### config.mk
export PLATFORM = sky130hd
export DESIGN_NAME = imm_extend_pipe
export DESIGN_NICKNAME = d
export VERILOG_FILES = /design/src/rtl/imm_extend_pipe.sv
export SDC_FILE = /design/constraint.sdc
export NUM_CORES = 1
export LEC_CHECK = 0
export ABC_AREA = 1
export BUFFER_PORTS_ARGS = -buffer_cell sky130_fd_sc_hd__buf_2
export CORE_UTILIZATION = 50
export CTS_BUF_LIST = sky130_fd_sc_hd__clkbuf_16
export DETAILED_ROUTE_END_ITERATION = 10
export PLACE_DENSITY = 0.81
export SLEW_MARGIN = 20
export SYNTH_ARGS = -nofsm -noshare
export SYNTH_HDL_FRONTEND = slang
export SYNTH_SLANG_ARGS = --single-unit
### constraint.sdc
create_clock -name clk -period 2.35 [get_ports clk]
set_clock_uncertainty 0.1 [all_clocks]
set_input_delay 0.47 -clock clk [delete_from_list [all_inputs] [get_ports clk]]
set_output_delay 0.47 -clock clk [all_outputs]
set_load 0.1 [all_outputs]
### src/rtl/imm_extend_pipe.sv
// imm_extend_pipe: pipelined immediate extender for the MIPS decode stage.
// Widens an IN_W-bit immediate to OUT_W bits (sign / zero / upper / branch)
// and presents it through a 2-entry skid buffer, so in_ready is a pure
// register output and an ID/EX stall never creates a combinational ready path.
// Optional feature macro: IMM_EXTEND_STATS_EN adds the stat_count accept counter.
module imm_extend_pipe #(
    parameter int IN_W     = 16,
    parameter int OUT_W    = 32,
    parameter int UP_SHIFT = 16,
    parameter int BR_SHIFT = 2,
    parameter int CNT_W    = 16
) (
    input  logic             clk,
    input  logic             rst,
    input  logic             in_valid,
    output logic             in_ready,
    input  logic [IN_W-1:0]  in_imm,
    input  logic [1:0]       in_mode,
    output logic             out_valid,
    input  logic             out_ready,
    output logic [OUT_W-1:0] out_data,
    output logic             out_neg
`ifdef IMM_EXTEND_STATS_EN
    ,
    output logic [CNT_W-1:0] stat_count
`endif
);

    localparam logic [1:0] MODE_SIGN   = 2'b00;
    localparam logic [1:0] MODE_ZERO   = 2'b01;
    localparam logic [1:0] MODE_UPPER  = 2'b10;
    localparam logic [1:0] MODE_BRANCH = 2'b11;

    // Reject parameter sets the extension logic cannot represent.
    if (IN_W < 1 || IN_W > OUT_W || UP_SHIFT >= OUT_W || BR_SHIFT >= OUT_W || CNT_W < 1) begin : g_param_error
        $error("imm_extend_pipe: illegal parameter combination");
    end

    logic [OUT_W-1:0] sext_word;
    logic [OUT_W-1:0] zext_word;
    logic [OUT_W-1:0] ext_word;

    // Bitwise construction of the sign/zero extended words; with IN_W == OUT_W
    // the upper-bit branch is never generated and the immediate passes through.
    for (genvar gi = 0; gi < OUT_W; gi++) begin : g_ext_bit
        if (gi < IN_W) begin : g_low
            assign sext_word[gi] = in_imm[gi];
            assign zext_word[gi] = in_imm[gi];
        end else begin : g_high
            assign sext_word[gi] = in_imm[IN_W-1];
            assign zext_word[gi] = 1'b0;
        end
    end

    // Mode select: shifts truncate to OUT_W and fill vacated LSBs with zero.
    always_comb begin
        ext_word = sext_word;
        case (in_mode)
            MODE_SIGN:   ext_word = sext_word;
            MODE_ZERO:   ext_word = zext_word;
            MODE_UPPER:  ext_word = zext_word << UP_SHIFT;
            MODE_BRANCH: ext_word = sext_word << BR_SHIFT;
            default:     ext_word = sext_word;
        endcase
    end

    logic             main_valid_reg, main_valid_next;
    logic [OUT_W-1:0] main_data_reg,  main_data_next;
    logic             skid_valid_reg, skid_valid_next;
    logic [OUT_W-1:0] skid_data_reg,  skid_data_next;
    logic             in_ready_reg;
    logic             accept;
    logic             deliver;

    assign accept  = in_valid & in_ready_reg;
    assign deliver = main_valid_reg & out_ready;

    // Skid-buffer next state: main refills from skid first to keep FIFO order;
    // the skid only captures when main is full and held by the consumer.
    always_comb begin
        main_valid_next = main_valid_reg;
        main_data_next  = main_data_reg;
        skid_valid_next = skid_valid_reg;
        skid_data_next  = skid_data_reg;
        if (!main_valid_reg || deliver) begin
            if (skid_valid_reg) begin
                main_valid_next = 1'b1;
                main_data_next  = skid_data_reg;
                skid_valid_next = 1'b0;
            end else if (accept) begin
                main_valid_next = 1'b1;
                main_data_next  = ext_word;
            end else begin
                main_valid_next = 1'b0;
            end
        end else if (accept) begin
            skid_valid_next = 1'b1;
            skid_data_next  = ext_word;
        end
    end

    // State registers; in_ready is registered from the next skid occupancy.
    always_ff @(posedge clk or posedge rst) begin
        if (rst) begin
            main_valid_reg <= 1'b0;
            main_data_reg  <= '0;
            skid_valid_reg <= 1'b0;
            skid_data_reg  <= '0;
            in_ready_reg   <= 1'b1;
        end else begin
            main_valid_reg <= main_valid_next;
            main_data_reg  <= main_data_next;
            skid_valid_reg <= skid_valid_next;
            skid_data_reg  <= skid_data_next;
            in_ready_reg   <= ~skid_valid_next;
        end
    end

    assign in_ready  = in_ready_reg;
    assign out_valid = main_valid_reg;
    assign out_data  = main_data_reg;
    assign out_neg   = main_data_reg[OUT_W-1];

`ifdef IMM_EXTEND_STATS_EN
    logic [CNT_W-1:0] stat_count_reg;

    // Accepted-transfer counter, wraps naturally at 2^CNT_W.
    always_ff @(posedge clk or posedge rst) begin
        if (rst) begin
            stat_count_reg <= '0;
        end else if (accept) begin
            stat_count_reg <= stat_count_reg + CNT_W'(1);
        end
    end

    assign stat_count = stat_count_reg;
`endif

endmodule

==> flow_summary_export.csv, run 1 <==
group,metric,value,unit
detailed_routing,drt_iter0_markers,272,
critical_path,cpMaxStageDelayCell,"dfstp_2",
detailed_routing,drtAntennaViolNets,0,
sta,tightest_slew,0.484,ns
global_routing,grt_busiest_layer,"met2",
power_and_ir_drop,switching_share,47.6,%
sta,hold_viol,0,
cells_and_area,nFillCells,630,
clock_tree,post_cts_buffers,0,
logic_synthesis,yosysSeqAreaShare,47.8,%
critical_path,path_buf_inv,1,
logic_synthesis,syn_nets,489,
cells_and_area,area_delta_synth_final,15.5,%
hold_path,min_path_type,"in2reg",
power_and_ir_drop,power_leakage,0.00231,µW
critical_path,path_max_fanout,2,
clock_tree,clock-root-buffer,"clkbuf_16",
critical_path,cp_data_required_time,1.78,ns
floorplan,dieArea,7370,µm²
floorplan,rows,30,
sta,finalSetupViolCount,0,
critical_path,worst_ep_arrival_time,1.27,ns
power_and_ir_drop,max-vdd-ir-drop,0.631,mV
floorplan,die_y,85.8,µm
clock_tree,clkTransAtPathRegs,0.05,ns
logic_synthesis,syn_area,3510,µm²
global_routing,grt_pass1_vias,2961,
sta,relSlewSlack,67.8,%
detailed_routing,drt-pass1-iter-count,5,
critical_path,cp-start-kind,"flop",
clock_tree,clkSinkCount,67,
run_status,outcome,"finished, final reports clean",
sta,timing.fmax,0.543,GHz
detailed_routing,wl_per_cell,14.1,µm
power_and_ir_drop,p_switching,2540,µW
critical_path,cp-end-kind,"output pin",
critical_path,crit_family,"flip-flops",
cells_and_area,n_antenna_cell,0,
floorplan,die_x,85.8,µm
critical_path,worstSetupPathType,"reg2out",
power_and_ir_drop,combPwrFrac,42.8,%
logic_synthesis,synth-seq-cells,67,
floorplan,initial_core_util,51.7,%
global_routing,track_usage,25.6,%
clock_tree,clock_latency,0.33,ns
power_and_ir_drop,seqPwrFrac,31.4,%
detailed_routing,via_per_inst,5.22,
logic_synthesis,synth.distinct_cells,22,
sta,rsz0062_at_grt,"no",
logic_synthesis,syn_inst,467,
cells_and_area,final_common_cell,"nand2_1",
clock_tree,cts_buffers,9,
sta,min_period,1.84,ns
critical_path,crit_chain,"buf_2",
detailed_routing,wl,8640,µm
global_routing,gr-usage-met2,40.4,%
power_and_ir_drop,clkPwrFrac,25.7,%
sta,fin_crit_sh,78.3,%
clock_tree,clockBufferDepth,2,
global_routing,grt_util_met3,4.14,%
clock_tree,cts_tree,"done",
clock_tree,h-tree-depth,3,
floorplan,core,6790,µm²
global_routing,grt_overflow_total,0,
sta,fin_tns_setup,0,ns
power_and_ir_drop,p_per_area,1310,nW/µm²
detailed_routing,drc,0,
placement,hpwlAfterDp,5650,µm
global_routing,grt_pass1_wl,14400,µm
placement,gp_congestion,0.896,
logic_synthesis,yosys_warnings,0,
placement,port_buffers,56,
run,cap_violations,0,
critical_path,critPathMaxStageDelay,0.53,ns
sta,slew_violations,0,
global_routing,grt_max_degree,49,
placement,post-place-ws,0.497,ns
global_routing,grt_antenna_before_repair,0,
logic_synthesis,postSynthAreaPerCell,7.52,µm²
floorplan,ios,57,
cells_and_area,fin_nets,535,
sta,fin_ws,0.510,ns
power_and_ir_drop,internal_power,2790,µW
cells_and_area,mostFrequentLayoutCells,"nand2_1, dfrtp_1, buf_2, nand3_1, nor2_1",
global_routing,use_met1,34.9,%
detailed_routing,vias,3199,
cells_and_area,drive_above_1_share,19.1,%
routing by layer:
| metal | wire (µm) | up-vias |
|---|---|---|
| li1 | - | 1557 |
| met1 | 3840 | 1496 |
| met2 | 4140 | 127 |
| met3 | 458 | 19 |
| met4 | 198 | 0 |
| met5 | 0 | - |
synthesized netlist by cell type (all sizes together):
cell type / instances / share of area [%]
nand2: 221 / 25
buf: 27 / 6.4
nand4: 15 / 2.7
o21ai: 20 / 2.8
clkbuf: 2 / 0.21
inv: 27 / 3.2
nand3: 53 / 8.2
dfrtp: 66 / 47
nor2: 34 / 3.9
dfstp: 1 / 0.75
clkinv: 1 / 0.11
final cells by class:
type                       instances  area (µm²)  area share, %
clock buffer                       9         225           5.55
sequential                        67        1680           41.4
timing repair buffer              64         355           8.76
multi-input combinational        343        1490           36.7
clock inverter                     6        75.1           1.85
tap                               96         120           2.96
inverter                          28         115           2.84
path summary, 6_finish.rpt:
kind | endpoint | slack, ns | cells past startpoint | start
hold / removal | in_ready$_DFF_PP1_ | 0.27 | 3 | out_ready
min in group asynchronous | out_data[7]$_DFFE_PP0P_ | 0.45 | 3 | rst
max in group asynchronous | out_data[24]$_DFFE_PP0P_ | 1.05 | 4 | rst
setup / recovery | in_ready | 0.51 | 1 | in_ready$_DFF_PP1_
hold reg to reg | out_data[28]$_DFFE_PP0P_ | 0.37 | 2 | out_data[28]$_DFFE_PP0P_
setup reg to reg | skid_data_reg[31]$_DFFE_PP0P_ | 0.59 | 5 | in_ready$_DFF_PP1_
per-stage QoR:
| step | hold WS, ns | instance area [µm²] | power, µW | utilization, % | cells |
|---|---|---|---|---|---|
| after floorplan | 0.343 | 3510 | 3620 | - | 467 |
| after global placement | 0.248 | 3750 | 3910 | 55.2 | 597 |
| after detailed placement | 0.248 | 3750 | 3960 | 55.2 | 597 |
| after CTS | 0.266 | 4060 | 5350 | 59.7 | 613 |
| after global routing | 0.294 | 4060 | 5570 | 59.7 | 613 |
| final | 0.271 | 4060 | 5330 | 59.7 | 613 |
power groups by stage:
stage,sequential (µW),combinational (µW),clock [µW]
floorplan,2940,679,0
global placement,1670,2240,0
detailed placement,1690,2270,0
CTS,1670,2290,1380
global route,1710,2420,1440
finish,1680,2280,1370
logic make-up (layout without fill, tap and decap cells):
| family | count (synthesis) | in the layout | synth area share (%) |
|---|---|---|---|
| flops | 67 | 67 | 47.8 |
| compound gates | 20 | 20 | 2.85 |
| buf+inv | 57 | 107 | 9.86 |
| simple gates | 323 | 323 | 39.5 |
repair_timing:
action / 4_1_cts / 5_1_grt
hold buffers: 1 / 0
endpoints found under the setup margin: 0 / 0
resized for setup: 0 / 0
endpoints found under the hold margin: 4 / 0
Note: power is estimated with default switching activity, not from simulation.
==> inputs of run 2 (changes only) <==
--- a/config.mk
+++ b/config.mk
@@ -5,12 +5,12 @@
 export SDC_FILE = /design/constraint.sdc
 export NUM_CORES = 1
 export LEC_CHECK = 0
-export ABC_AREA = 1
+export ABC_AREA = 0
 export BUFFER_PORTS_ARGS = -buffer_cell sky130_fd_sc_hd__buf_2
 export CORE_UTILIZATION = 50
 export CTS_BUF_LIST = sky130_fd_sc_hd__clkbuf_16
 export DETAILED_ROUTE_END_ITERATION = 10
-export PLACE_DENSITY = 0.81
+export PLACE_DENSITY = 0.78
 export SLEW_MARGIN = 20
 export SYNTH_ARGS = -nofsm -noshare
 export SYNTH_HDL_FRONTEND = slang
==> constraint.sdc (replaced) <==
create_clock -name clk -period 1.9 [get_ports clk]
set_clock_uncertainty 0.1 [all_clocks]
set_input_delay 0.38 -clock clk [delete_from_list [all_inputs] [get_ports clk]]
set_output_delay 0.38 -clock clk [all_outputs]
set_load 0.1 [all_outputs]
==> flow_summary_export.csv, run 2 <==
group,metric,value,unit
floorplan,ios,57,
critical_path,cp.depth,1,
critical_path,worst_ep_arrival_time,1.36,ns
cells_and_area,stdcell_count,479,
critical_path,cp_data_required_time,1.42,ns
detailed_routing,drt-pass1-iter-count,4,
detailed_routing,via_per_inst,5.93,
detailed_routing,drtAntennaViolNets,0,
global_routing,grt_antenna_before_repair,0,
logic_synthesis,yosysSeqAreaShare,48.5,%
floorplan,rows,29,
run_status,outcome,"finished, final reports clean",
cells_and_area,utilization,62.7,%
sta,slew_violations,0,
hold_path,min_path_type,"in2reg",
detailed_routing,vias,2841,
logic_synthesis,synth_edf_count,0,
floorplan,core,6490,µm²
global_routing,grt_pass1_wl,13900,µm
critical_path,rr_startpoint,"in_ready$_DFF_PP1_",
sta,fin_ws,0.0633,ns
clock_tree,h-tree-depth,3,
global_routing,grt_pass1_vias,2741,
cells_and_area,final_common_cell,"dfrtp_1",
critical_path,critPathLaunch,"in_ready$_DFF_PP1_",
critical_path,crit_chain,"buf_2",
placement,port_buffers,56,
sta,min_period,1.84,ns
clock_tree,cts_resized,0,
logic_synthesis,synth_top_area_share,47.8,%
critical_path,ff2ff_path_depth,4,
sta,rsz0062_at_grt,"no",
sta,hold_viol,0,
clock_tree,clock_latency,0.32,ns
critical_path,reg2reg_slack,0.16,ns
logic_synthesis,yosys_warnings,0,
critical_path,cp-start-kind,"flop",
logic_synthesis,ys_top_cells_by_count,"dfrtp_1, nand2_1, o21ai_0, o21ai_1, nor2b_1",
logic_synthesis,yosys.cell_count.top_type,"dfrtp_1",
critical_path,critPathMaxStageDelay,0.61,ns
floorplan,dieArea,7250,µm²
power_and_ir_drop,p_per_area,1510,nW/µm²
sta,fin_tns_setup,0,ns
critical_path,crit_family,"flip-flops",
critical_path,cp-end-kind,"output pin",
sta,fin_crit_sh,96.7,%
detailed_routing,wl_per_cell,16.8,µm
power_and_ir_drop,max-vdd-ir-drop,0.759,mV
critical_path,r2r_end,"out_data[8]$_DFFE_PP0P_",
critical_path,cpMaxStageDelayCell,"dfstp_4",
logic_synthesis,async_flop_share,100,%
logic_synthesis,syn_nets,371,
floorplan,die_y,85.2,µm
floorplan,die_x,85.2,µm
cells_and_area,drive_above_1_share,27.4,%
clock_tree,cts_tree,"done",
logic_synthesis,syn_inst,349,
sta,timing.fmax,0.544,GHz
cells_and_area,area_delta_synth_final,17.7,%
cells_and_area,fin_nets,420,
clock_tree,cts_buffers,9,
logic_synthesis,yosysTopAreaCell,"dfrtp_1",
critical_path,worstSetupPathType,"reg2out",
placement,post-place-ws,0.133,ns
placement,gp_congestion,0.797,
global_routing,grt_max_degree,65,
global_routing,grt_overflow_total,0,
sta,relSlewSlack,54.6,%
clock_tree,clkTransAtPathRegs,0.05,ns
placement,hpwlAfterDp,5260,µm
floorplan,initial_core_util,53.2,%
logic_synthesis,netlist_top_cells_area,"dfrtp_1, mux2_1, nor2b_1",
cells_and_area,multiInputGateArea,1590,µm²
run,cap_violations,0,
power_and_ir_drop,power_leakage,0.00182,µW
clock_tree,clkSinkCount,67,
logic_synthesis,syn_area,3460,µm²
detailed_routing,drc,0,
logic_synthesis,postSynthAreaPerCell,9.91,µm²
logic_synthesis,synth-seq-cells,67,
clock_tree,clock-root-buffer,"clkbuf_16",
critical_path,path_max_fanout,3,
logic_synthesis,synth_flop_cell,"dfrtp_1",
detailed_routing,drt_iter0_markers,174,
global_routing,track_usage,24.7,%
cells_and_area,n_antenna_cell,0,
sta,fin_hold_ws,0.273,ns
critical_path,path_buf_inv,1,
clock_tree,clockBufferDepth,2,
cells_and_area,regArea,1680,µm²
sta,tightest_slew,0.682,ns
cells_and_area,mostFrequentLayoutCells,"dfrtp_1, buf_2, nand2_1, o21ai_1, o21ai_0",
cells_and_area,nFillCells,536,
critical_path,endpoint,"in_ready",
logic_synthesis,synth.distinct_cells,28,
detailed_routing,wl,8030,µm
sta,finalSetupViolCount,0,
placement,placed_cells,463,
==> run 2: cell types whose count changed after synthesis, moves of 11 or more <==
cell,previous run,this run
nand2_1,209,36
clkbuf_1,2,19
nand4_1,15,0
mux2_1,0,17
a21oi_1,0,29
nor2_1,32,0
o21ai_1,0,31
inv_1,21,3
o21ai_0,20,31
nor2b_1,0,30
nand3_1,50,15
==> run 2: layout make-up <==
class | instances | area share, %
repair buffers | 72 | 10.2
multi-input cells | 245 | 39.0
inverters | 3 | 0.369
well taps | 77 | 2.37
clock buffers | 9 | 5.53
clock inverters | 6 | 1.20
flip-flops and latches | 67 | 41.3
==> run 2: logic make-up after synthesis <==
| kind of cell | synth area share, % |
|---|---|
| AND/OR/NAND/NOR | 13.6 |
| flip-flops | 48.5 |
| multiplexers | 5.86 |
| buffers and inverters | 5.68 |
| AO/OA/AOI/OAI | 26.4 |
==> run 2: routing by layer <==
metal,global-route usage (%),wire length (µm)
met1,34.8,3790
met2,37.7,3740
met3,6.13,384
met4,8.01,115
met5,0,0
==> run 2: where the power goes <==
group	internal, µW	total, µW	switching (µW)
clock network	984	1540	558
logic	487	2620	2130
registers	1800	1990	194
==> run 2: timing repair <==
| item | in CTS | in global routing |
|---|---|---|
| hold endpoints to repair | 15 | 0 |
| hold buffers | 1 | 0 |
| setup buffers | 0 | 0 |
==> run 2: worst min path at each step <==
stage	from	to	slack, ns	cells after the start
after floorplan	skid_data_reg[31]$_DFFE_PP0P_	skid_data_reg[31]$_DFFE_PP0P_	0.35	2
after global placement	rst	out_data[12]$_DFFE_PP0P_	0.29	2
after detailed placement	rst	out_data[12]$_DFFE_PP0P_	0.30	2
after CTS	in_imm[1]	skid_data_reg[1]$_DFFE_PP0P_	0.27	3
after global routing	in_imm[1]	skid_data_reg[1]$_DFFE_PP0P_	0.29	3
final	in_imm[1]	skid_data_reg[1]$_DFFE_PP0P_	0.27	3
==> run 2: metrics by stage <==
step / power, µW / cell area [µm²]
CTS: 6180 / 4070
finish: 6150 / 4070
global route: 6430 / 4070
global placement: 4580 / 3790
detailed placement: 4630 / 3790
floorplan: 4180 / 3470
==> inputs of run 3 (changes only) <==
--- a/config.mk
+++ b/config.mk
@@ -8,8 +8,8 @@
 export ABC_AREA = 0
 export BUFFER_PORTS_ARGS = -buffer_cell sky130_fd_sc_hd__buf_2
 export CORE_UTILIZATION = 50
-export CTS_BUF_LIST = sky130_fd_sc_hd__clkbuf_16
 export DETAILED_ROUTE_END_ITERATION = 10
+export MAX_ROUTING_LAYER = met4
 export PLACE_DENSITY = 0.78
 export SLEW_MARGIN = 20
 export SYNTH_ARGS = -nofsm -noshare
==> flow_summary_export.csv, run 3 (synthesis gave the netlist of run 2 again) <==
group,metric,value,unit
run_status,outcome,"finished, final reports clean",
floorplan,core,6490,µm²
critical_path,worstSetupPathType,"reg2out",
clock_tree,clock_latency,0.34,ns
clock_tree,h-tree-depth,3,
critical_path,worst_ep_arrival_time,1.38,ns
critical_path,path_max_fanout,3,
floorplan,dieArea,7250,µm²
cells_and_area,mostFrequentLayoutCells,"dfrtp_1, buf_2, nand2_1, o21ai_1, o21ai_0",
power_and_ir_drop,p_per_area,1460,nW/µm²
sta,rsz0062_at_grt,"no",
global_routing,track_usage,25.6,%
critical_path,crit_family,"flip-flops",
cells_and_area,fin_nets,420,
sta,fin_tns_setup,0,ns
sta,finalSetupViolCount,0,
floorplan,die_y,85.2,µm
critical_path,cp-end-kind,"output pin",
cells_and_area,area_delta_synth_final,15.9,%
cells_and_area,drive_above_1_share,28.4,%
critical_path,cp_data_required_time,1.42,ns
clock_tree,post_cts_buffers,0,
detailed_routing,via_per_inst,5.94,
cells_and_area,design_area,4010,µm²
clock_tree,clkSinkCount,67,
critical_path,cp-start-kind,"flop",
global_routing,grt_antenna_before_repair,0,
detailed_routing,drtAntennaViolNets,0,
floorplan,die_x,85.2,µm
critical_path,critPathMaxStageDelay,0.62,ns
sta,timing.fmax,0.538,GHz
power_and_ir_drop,max-vdd-ir-drop,0.861,mV
sta,slew_violations,0,
detailed_routing,drt_iter0_markers,193,
detailed_routing,drt-pass1-iter-count,4,
run,cap_violations,0,
detailed_routing,vias,2847,
detailed_routing,wl,8080,µm
sta,fin_crit_sh,97.8,%
detailed_routing,drc,0,
placement,hpwlAfterDp,5260,µm
sta,relSlewSlack,54.9,%
clock_tree,clock-root-buffer,"clkbuf_8",
global_routing,grt_max_degree,65,
floorplan,initial_core_util,53.2,%
cells_and_area,final_common_cell,"dfrtp_1",
cells_and_area,utilization,61.7,%
clock_tree,cts_tree,"done",
floorplan,rows,29,
sta,hold_viol,0,
placement,port_buffers,56,
global_routing,grt_pass1_vias,2743,
sta,min_period,1.86,ns
hold_path,min_path_type,"in2reg",
sta,tightest_slew,0.677,ns
global_routing,grt_overflow_total,0,
placement,gp_congestion,0.809,
clock_tree,clkTransAtPathRegs,0.07,ns
detailed_routing,wl_per_cell,16.9,µm
critical_path,path_buf_inv,1,
cells_and_area,n_antenna_cell,0,
clock_tree,cts_buffers,9,
critical_path,cpMaxStageDelayCell,"dfstp_4",
power_and_ir_drop,power_leakage,0.00179,µW
placement,dpl_cell_area,3790,µm²
critical_path,crit_chain,"buf_2",
global_routing,grt_pass1_wl,14000,µm
sta,fin_hold_ws,0.250,ns
clock_tree,clockBufferDepth,2,
floorplan,ios,57,
-- run 3: cell types whose count changed in the layout (fill, tap and decap cells not counted), sizes merged --
| cell | delta |
|---|---|
| inv | -1 |
| clkbuf | +5 |
| clkinv | -4 |
-- run 3: final cells by class --
| cell class | count | area (µm²) |
|---|---|---|
| Clock inverter | 1 | 30.0 |
| Inverter | 3 | 15.0 |
| Timing Repair Buffer | 72 | 415 |
| Multi-Input combinational cell | 245 | 1590 |
| Sequential cell | 67 | 1680 |
| Tap cell | 77 | 96.3 |
| Clock buffer | 14 | 183 |
| Fill cell | 555 | 2490 |
-- run 3: per-stage QoR --
| stage | std cells | setup WS, ns | power (µW) |
|---|---|---|---|
| floorplan | 349 | 0.0831 | 4180 |
| global placement | 463 | 0.223 | 4580 |
| detailed placement | 463 | 0.133 | 4630 |
| CTS | 479 | 0.0259 | 5900 |
| global route | 479 | 0.0000329 | 6140 |
| finish | 479 | 0.0418 | 5870 |
-- run 3: final timing paths --
path                                                   start                            to  slack, ns  cells after the start
worst min register to register  skid_data_reg[5]$_DFFE_PP0P_  skid_data_reg[5]$_DFFE_PP0P_       0.38                      2
max in group asynchronous                                rst      out_data[21]$_DFFE_PP0P_       0.63                      4
worst max-delay path                      in_ready$_DFF_PP1_                      in_ready       0.04                      1
worst min-delay path                               in_imm[1]  skid_data_reg[1]$_DFFE_PP0P_       0.25                      3
worst max register to register            in_ready$_DFF_PP1_       out_data[8]$_DFFE_PP0P_       0.16                      4
min in group asynchronous                                rst  skid_data_reg[1]$_DFFE_PP0P_       0.48                      3
-- run 3: metal layers --
metal	share of wire, %	vias up	track usage [%]	wire, µm
li1	-	1338	-	-
met4	1.6	0	12.2	133
met2	47	94	36.4	3780
met5	0	-	-	0
met1	47	1398	35.9	3760
met3	5.0	17	4.18	403
-- run 3: power by group --
part	internal (µW)	total [µW]	switching [µW]
Combinational	487	2620	2130
Clock	744	1270	522
Sequential	1790	1980	189
-- run 3: what timing repair did --
| item | 4_1_cts | 5_1_grt |
|---|---|---|
| resized for setup | 0 | 0 |
| hold buffers | 1 | 0 |
| hold endpoints to repair | 15 | 0 |
| endpoints found under the setup margin | 0 | 0 |
